File: config.mk
export PLATFORM = sky130hd
export DESIGN_NAME = dma_desc_scheduler
export DESIGN_NICKNAME = d
export VERILOG_FILES = /design/src/rtl/dma_pkg.sv /design/src/rtl/dma_desc_fifo.sv /design/src/rtl/dma_desc_scheduler.sv
export SDC_FILE = /design/constraint.sdc
export NUM_CORES = 1
export LEC_CHECK = 0
export CAP_MARGIN = 30
export CELL_PAD_IN_SITES_DETAIL_PLACEMENT = 2
export CELL_PAD_IN_SITES_GLOBAL_PLACEMENT = 2
export CORE_MARGIN = 2
export CORE_UTILIZATION = 30
export CTS_BUF_LIST = sky130_fd_sc_hd__clkbuf_16
export DETAILED_ROUTE_END_ITERATION = 8
export PLACE_DENSITY = 0.62
export SETUP_SLACK_MARGIN = 0.05
export SLEW_MARGIN = 40
export SYNTH_ARGS = -nofsm -noshare
export SYNTH_HDL_FRONTEND = slang
export SYNTH_SLANG_ARGS = --single-unit
File: constraint.sdc
create_clock -name clk -period 6.1 [get_ports clk]
set_input_delay 1.22 -clock clk [delete_from_list [all_inputs] [get_ports clk]]
set_output_delay 1.22 -clock clk [all_outputs]
set_load 0.01 [all_outputs]
File: src/rtl/dma_pkg.sv
// Shared DMA types: descriptor, status and error records plus the descriptor scheduler state set.
package dma_pkg;

    localparam int DMA_SCHED_CNT_W = 16;

    typedef struct packed {
        logic [31:0] src_addr;
        logic [31:0] dst_addr;
        logic [15:0] xfer_len;
    } s_dma_desc_t;

    typedef struct packed {
        logic busy;
        logic done;
    } s_dma_status_t;

    typedef struct packed {
        logic slv_err;
        logic dec_err;
        logic cfg_err;
    } s_dma_error_t;

    typedef enum logic [1:0] {
        IDLE   = 2'd0,
        LAUNCH = 2'd1,
        WAIT   = 2'd2,
        HALT   = 2'd3
    } e_dma_sched_state_t;

endpackage

File: src/rtl/dma_desc_fifo.sv
// DEPTH-entry synchronous FIFO of DMA descriptors; head is visible on dout while not empty.
module dma_desc_fifo
    import dma_pkg::*;
#(
    parameter int DEPTH = 4
) (
    input  logic                           clk,
    input  logic                           rstn,
    input  logic                           push,
    input  logic                           pop,
    input  s_dma_desc_t                    din,
    output s_dma_desc_t                    dout,
    output logic [$clog2(DEPTH+1)-1:0]     count,
    output logic                           full,
    output logic                           empty
);

    localparam int AW = $clog2(DEPTH);
    localparam int CW = $clog2(DEPTH+1);

    s_dma_desc_t   mem [DEPTH];
    logic [AW-1:0] wr_ptr;
    logic [AW-1:0] rd_ptr;
    logic          do_push;
    logic          do_pop;

    assign full    = (count == CW'(DEPTH));
    assign empty   = (count == '0);
    assign do_push = push && !full;
    assign do_pop  = pop && !empty;
    assign dout    = mem[rd_ptr];

    // Storage is not reset; only pointers and count define validity.
    always_ff @(posedge clk) begin
        if (do_push) begin
            mem[wr_ptr] <= din;
        end
    end

    always_ff @(posedge clk or negedge rstn) begin
        if (!rstn) begin
            wr_ptr <= '0;
            rd_ptr <= '0;
            count  <= '0;
        end else begin
            if (do_push) begin
                wr_ptr <= wr_ptr + AW'(1);
            end
            if (do_pop) begin
                rd_ptr <= rd_ptr + AW'(1);
            end
            count <= count + CW'(do_push) - CW'(do_pop);
        end
    end

endmodule

File: src/rtl/dma_desc_scheduler.sv
// Descriptor queue and one-at-a-time launcher in front of the DMA, with done/error counters and irq.
// Optional WAIT watchdog enabled by defining DMA_SCHED_TIMEOUT_EN.
//
// state  | meaning
// IDLE   | waiting for sched_en_i and a queued descriptor
// LAUNCH | dma_go_o high for this cycle, FIFO head popped
// WAIT   | transfer in flight, descriptor held, watching done/error
// HALT   | stopped after an error or timeout until err_clr_i
module dma_desc_scheduler
    import dma_pkg::*;
#(
    parameter int QUEUE_DEPTH    = 4,
    parameter int CNT_W          = DMA_SCHED_CNT_W,
    parameter int TIMEOUT_CYCLES = 65536
) (
    input  logic                               clk,
    input  logic                               rstn,
    input  logic                               sched_en_i,
    input  logic                               desc_valid_i,
    output logic                               desc_ready_o,
    input  s_dma_desc_t                        desc_i,
    output logic                               dma_go_o,
    output s_dma_desc_t                        dma_desc_o,
    input  s_dma_status_t                      dma_stats_i,
    input  s_dma_error_t                       dma_error_i,
    input  logic                               err_clr_i,
    output logic                               irq_o,
    input  logic                               irq_clr_i,
    output logic                               busy_o,
    output logic [$clog2(QUEUE_DEPTH+1)-1:0]   q_count_o,
    output logic [CNT_W-1:0]                   done_cnt_o,
    output logic [CNT_W-1:0]                   err_cnt_o,
    output logic                               timeout_o
);

    logic [1:0]         rst_sync;
    logic               rst_int_n;
    e_dma_sched_state_t state;
    s_dma_desc_t        fifo_head;
    logic               fifo_full;
    logic               fifo_empty;
    logic               fifo_push;
    logic               fifo_pop;
    logic               stats_unused;

`ifdef DMA_SCHED_TIMEOUT_EN
    localparam int WD_W = (TIMEOUT_CYCLES > 2) ? $clog2(TIMEOUT_CYCLES) : 1;
    logic [WD_W-1:0] wdog;
    logic            timeout_q;
    assign timeout_o = timeout_q;
`else
    assign timeout_o = 1'b0;
`endif

    // Async assert, release aligned to clk; the DMA sees the same rstn.
    always_ff @(posedge clk or negedge rstn) begin
        if (!rstn) begin
            rst_sync <= 2'b00;
        end else begin
            rst_sync <= {rst_sync[0], 1'b1};
        end
    end
    assign rst_int_n = rst_sync[1];

    // Ready is gated by reset so every output reads 0 while reset is held.
    assign desc_ready_o = rst_int_n && !fifo_full;
    assign fifo_push    = desc_valid_i && desc_ready_o;
    assign fifo_pop     = (state == LAUNCH);
    assign busy_o       = (state != IDLE);
    assign stats_unused = dma_stats_i.busy;

    dma_desc_fifo #(
        .DEPTH (QUEUE_DEPTH)
    ) u_fifo (
        .clk   (clk),
        .rstn  (rst_int_n),
        .push  (fifo_push),
        .pop   (fifo_pop),
        .din   (desc_i),
        .dout  (fifo_head),
        .count (q_count_o),
        .full  (fifo_full),
        .empty (fifo_empty)
    );

    always_ff @(posedge clk or negedge rst_int_n) begin
        if (!rst_int_n) begin
            state      <= IDLE;
            dma_go_o   <= 1'b0;
            dma_desc_o <= '0;
            irq_o      <= 1'b0;
            done_cnt_o <= '0;
            err_cnt_o  <= '0;
`ifdef DMA_SCHED_TIMEOUT_EN
            wdog       <= '0;
            timeout_q  <= 1'b0;
`endif
        end else begin
            dma_go_o <= 1'b0;
            // A completion later in this block overrides the clear.
            if (irq_clr_i) begin
                irq_o <= 1'b0;
            end
            case (state)
                IDLE: begin
                    if (sched_en_i && !fifo_empty) begin
                        state      <= LAUNCH;
                        dma_desc_o <= fifo_head;
                        dma_go_o   <= 1'b1;
                    end
                end
                LAUNCH: begin
                    state <= WAIT;
`ifdef DMA_SCHED_TIMEOUT_EN
                    wdog  <= WD_W'(TIMEOUT_CYCLES - 1);
`endif
                end
                WAIT: begin
                    if (|dma_error_i) begin
                        state <= HALT;
                        if (err_cnt_o != '1) begin
                            err_cnt_o <= err_cnt_o + CNT_W'(1);
                        end
                    end else if (dma_stats_i.done) begin
                        state <= IDLE;
                        irq_o <= 1'b1;
                        if (done_cnt_o != '1) begin
                            done_cnt_o <= done_cnt_o + CNT_W'(1);
                        end
`ifdef DMA_SCHED_TIMEOUT_EN
                    end else if (wdog == '0) begin
                        state     <= HALT;
                        timeout_q <= 1'b1;
                        if (err_cnt_o != '1) begin
                            err_cnt_o <= err_cnt_o + CNT_W'(1);
                        end
                    end else begin
                        wdog <= wdog - WD_W'(1);
`endif
                    end
                end
                HALT: begin
                    if (err_clr_i) begin
                        state <= IDLE;
                    end
                end
                default: state <= IDLE;
            endcase
        end
    end

endmodule

# == Yosys cells after proc, flatten, opt, wreduce, memory -nomap -nowiden ==
# Memory sizes are Yosys's and may differ from the RTL's. A register that Yosys moved wholly into a read port is not among the register bits.
# Index checks and enable logic that the tools add are counted.
# op_classes
addsub,6
eq_ne,9
mux,13
n_bitwise,1
n_reduce_logical,16
# ops
op,n
"adder 16 x 1 -> 16 bit, second input constant",2
"inequality test 16 bit, second input constant",2
2-to-1 mux 1 bit,8
2-to-1 mux 2 bit,4
one-hot mux 2 bit (4 select lines),1
AND reduction 3 bit,2
logical AND 1 bit,5
"adder 2 x 1 -> 2 bit, second input constant",2
"== test 2 bit, second input constant",2
"inequality test 2 bit, second input constant",2
AND reduction 4 bit,1
adder 3 x 1 -> 3 bit,1
"== test 3 bit, second input constant",1
logical NOT 1 bit,3
logical NOT 3 bit,1
"inequality test 3 bit, second input constant",1
OR reduction 3 bit,1
subtractor 3 x 1 -> 3 bit,1
"== test 2 x 1 -> 1 bit, second input constant",1
logical NOT 2 bit,1
AND reduction 2 bit,1
nonzero test 2 bit,1
inverter 1 bit,1
# totals
reg_bits,45
mem_bits_rw,320
in_bits,91
output_inout_bits,120
elab_cells,55
n_memories,1
# mem_list
name,words,word_bits,read_ports,rd_clocked_by_memory_dff,wr,line,text
u_fifo.mem,4,80,1,1,1,dma_desc_fifo.sv:21,s_dma_desc_t mem [DEPTH];

# == Depth between registers and ports, before layout ==
# depth
ltp_word,7
depth_mapped,9

# == Modules after synthesis ==
# From an unflattened synthesis, not the netlist that was laid out.
# hier_totals
hier_cells,808
hier_area_um2,16917.5
# modules_own_cells
module,n_inst,cells_each,area_per_inst_um2,seq_area_each_um2
dma_desc_fifo,1,459,12092.8,9784.4
dma_desc_scheduler,1,349,4824.6,2952.8

# == Worst setup path after synthesis ==
# Ideal clock, no wire load.
# synth_path
path_kind,reg2reg
start,register rst_sync[1]
end,memory u_fifo.mem[0][0] (netlist name) (enable)
setup_ns,0.448
arrival_ns,5.526
required_ns,5.652
path_slack_ns,0.126
stages_incl_launch_ff,3
n_path_buf,0
path_cell_list,dfrtp_1 a21boi_1 and3_1
# synth_between
elab_chain_cells,5
# synth_lines
item,line,text
from (decl),dma_desc_scheduler.sv:36,logic [1:0] rst_sync;
from (signal assigned),dma_desc_scheduler.sv:60,"rst_sync <= {rst_sync[0], 1'b1};"
logical AND 1 bit,dma_desc_scheduler.sv:66,assign desc_ready_o = rst_int_n && !fifo_full;
named net desc_ready_o,dma_desc_scheduler.sv:20,"output logic desc_ready_o,"
logical AND 1 bit,dma_desc_scheduler.sv:67,assign fifo_push = desc_valid_i && desc_ready_o;
logical AND 1 bit,dma_desc_fifo.sv:29,assign do_push = push && !full;
2-to-1 mux 1 bit,dma_desc_fifo.sv:35,if (do_push) begin
2-to-1 mux 1 bit (not written as such),dma_desc_fifo.sv:36,mem[wr_ptr] <= din;
to (decl),dma_desc_fifo.sv:21,
# The timed path passes the listed nets, and every way through them passes these cells.

# == Worst setup path after layout ==
# layout_path
start,register rst_sync[1]
end,output port desc_ready_o
# layout_between
elab_chain_cells,1
# layout_lines
item,line
logical AND 1 bit,dma_desc_scheduler.sv:66
to (decl),dma_desc_scheduler.sv:20
# No other way between the ends.

==> run summary <==
• primary output — Worst setup EP type
• 3670 ps — min Tclk post-route
• 0 — residual antenna-violating net count after detailed routing
• 208 — count of buffers inserted at the top-level ports
• 62200 µm — global-route wire length before repair
• 52 — TritonCTS Buffers
• 60.2% — Final period util
• 0 — number of gates given a new drive strength after cts
• 3 — number of antenna violations at the first check in global routing
• 461 nW/µm² — total power per unit cell area
• 5 — detailed-router iteration count before antenna repair
• 243 µm — Die Span Y
• 3 — number of buffers on the longest clock path
• 0 — DRC viols
• 49.7% — worst relative slew slack
• 56400 µm² — standard cell core area
• 3 — worst r2r path cells
• 0.723 — final RePlAce weighted congestion
• 24.7% — fraction of layout instances using a drive strength above 1
• u_fifo.mem[0][69] — endpoint of the most critical register-to-register path
• sky130_fd_sc_hd__clkbuf_16 — Clock Tree Root
• 40900 µm — Detailed Route WL
• 87 — Site Rows
• 243 µm — DIE WIDTH
• 22.3 ps — final setup skew
• 25000 µm — post-detail-place hpwl
• 14.0% — GR Util All Layers
• 74.5% — sequential share of the synthesized area
• 0.000262 V — Peak supply drop
• sky130_fd_sc_hd__edfxtp_1, sky130_fd_sc_hd__clkdlybuf4s50_1, sky130_fd_sc_hd__dfrtp_1, sky130_fd_sc_hd__mux4_2, sky130_fd_sc_hd__mux2_4 — most used cells in the layout excluding fill and tap cells
• 30.3% — effective utilization at floorplan
• 5445 — Filler cells
• 895 — Mapped Nets
• 0 — warning count from the yosys run
• 7.99 nW — leakage
• rst_sync[1] — critical register-to-register path startpoint
• 8413 — detailed-route via count
• 445 — post-synthesis sequential element count
• 0.272 GHz — maximum clock frequency
• flip-flop to primary output — WS Path Type
• 445 — number of clock sinks
• 22.2 µm — wire per inst
• done — TritonCTS clock tree
• flip-flop to asynchronous set/reset pin — worst min path class
• 2 — H-tree depth reported by CTS
• 4880 ps — worst path required time
• no — unrepaired setup endpoints after global routing
• 379 — first-iteration detailed-routing DRC count
• 0 — Final Hold Fails
• 58900 µm² — area of the die
• 755 ps — slew at the pin closest to its max-slew limit
• 27.2% — Syn-to-layout area delta
• 0 — final slew viol count
• sky130_fd_sc_hd__edfxtp_1, sky130_fd_sc_hd__dfrtp_1, sky130_fd_sc_hd__mux4_2, sky130_fd_sc_hd__mux2_4, sky130_fd_sc_hd__xor2_1 — cell types with the largest area share after synthesis
• 4.56 — detail-routed via count per cell
• sky130_fd_sc_hd__edfxtp_1 — most area-hungry cell type in the Yosys netlist
• 0 — final-report setup violation count
• 0 ps — setup TNS after final layout
• 0 — total grt overflow
• 10.0 mW — PnR Total Power
• 0 — buffers inserted by post-CTS timing repair
• 60 ps — clock-pin slew on the worst setup and hold paths
• 211 — I/O pin cnt
• 1745 — placed insts
• 9786 — via count of the first global-routing pass
• 600 ps — worst skew pair latency
• 2450 ps — Arr. time, crit path
• finished, final reports clean — result of the run
• 795 — post-synthesis instance total
• 56.2% — top cell type's share of synthesized area
• 0 — hold buffers post-CTS
• 31 — critical-path maximum fanout
• 21.5 µm² — Avg Synthesized Cell Area
• 1144 — final layout net count
• 1843 — non-filler instance count after layout
• flip-flop — critical path startpoint category
• sky130_fd_sc_hd__edfxtp_1 — leading cell type in the layout, fill and taps excluded
• 0 — Maximum Capacitance Violations
• 46 — number of unique standard cell types used by synthesis
• 17100 µm² — post-synthesis cell area
• 60 — maximum number of pins on one net before global-route repair
• 3250 ps — worst setup slack for register-to-register paths
[critical path, cell delays in order, from the launching register on]
cell and delay, ps:
sky130_fd_sc_hd__dfrtp_4 780, sky130_fd_sc_hd__a21boi_1 450, sky130_fd_sc_hd__clkdlybuf4s50_1 630
[how the worst max path moves through the flow]
| stage | start | endpoint | slack [ps] | cells past startpoint |
|---|---|---|---|---|
| finish | rst_sync[1] | desc_ready_o | 2430 | 2 |
| global route | rst_sync[1] | desc_ready_o | 2230 | 2 |
| floorplan | rst_sync[1] | u_fifo.mem[0][0] | 130 | 2 |
| detailed placement | sched_en_i | dma_desc_o[78] | 2540 | 5 |
| CTS | rst_sync[1] | desc_ready_o | 2270 | 2 |
| global placement | sched_en_i | dma_desc_o[77] | 2550 | 5 |
[per-layer routing]
metal	share of wire, %	up-vias	GRT usage (%)
met3	4.8	57	3.46
met4	1.7	6	3.90
met1	41	4479	16.9
met5	0.11	-	0
met2	52	182	24.7
li1	-	3689	-
[per-stage QoR]
| stage | hold WS (ps) | setup WS [ps] | area, µm² | util (%) |
|---|---|---|---|---|
| finish | 314 | 2430 | 21800 | 38.6 |
| global route | 363 | 2230 | 21800 | 38.6 |
| CTS | 353 | 2270 | 21700 | 38.6 |
| detailed placement | 341 | 2540 | 20100 | 35.7 |
| global placement | 334 | 2550 | 20100 | 35.6 |
| floorplan | 331 | 126 | 17100 | - |
[where the power goes]
group | internal [mW] | switching, mW | total (mW) | leakage, nW
registers | 3.84 | 0.392 | 4.23 | 4.43
clock network | 1.70 | 1.24 | 2.95 | 0.859
logic | 1.67 | 1.17 | 2.85 | 2.70
total | 7.22 | 2.81 | 10.0 | 7.99
[cell usage after synthesis (all sizes together)]
library cell	count
nand4	9
o32a	1
conb	2
o22ai	1
and3	10
nor2	6
a21oi	3
nor3	8
a31oi	1
dfrtp	125
edfxtp	320
or3	1
xnor2	6
and4	3
o21ai	1
inv	11
xor2	28
nand2	13
ha	8
nor3b	2
or2	2
a2111oi	5
a21boi	1
o31ai	1
and2	1
fa	1
nand3	12
a211oi	5
mux2	83
clkbuf	9
nor4	10
o211ai	1
mux4	80
and2b	1
buf	24
[sequential cells by signal, summed over array words and instances, names as in the netlist]
register,count
state,2
irq_o,1
dma_desc_o,80
u_fifo.mem,320
u_fifo.wr_ptr,2
dma_go_o,1
done_cnt_o,16
rst_sync,2
err_cnt_o,16
u_fifo.rd_ptr,2
u_fifo.count,3
[layout make-up]
type                            instances  area (µm²)  share of cell area [%]
Antenna cell                            1        2.50                  0.0115
Clock buffer                           53        1330                    6.09
Clock inverter                         43         293                    1.35
Inverter                               11        41.3                   0.190
Multi-Input combinational cell        306        4130                    19.0
Sequential cell                       445       12700                    58.6
Tap cell                              756         946                    4.35
Timing Repair Buffer                  228        2270                    10.4
[logic make-up after synthesis]
| kind of cell | after synthesis | synth area share [%] |
|---|---|---|
| buf+inv | 44 | 1.51 |
| simple gates | 78 | 2.68 |
| mux | 163 | 17.7 |
| other cells | 2 | 0.0439 |
| fa+ha+maj | 9 | 0.702 |
| flops | 445 | 74.5 |
| xor+xnor | 34 | 1.74 |
| compound gates | 20 | 1.11 |
Note: power is estimated with default switching activity, not from simulation.
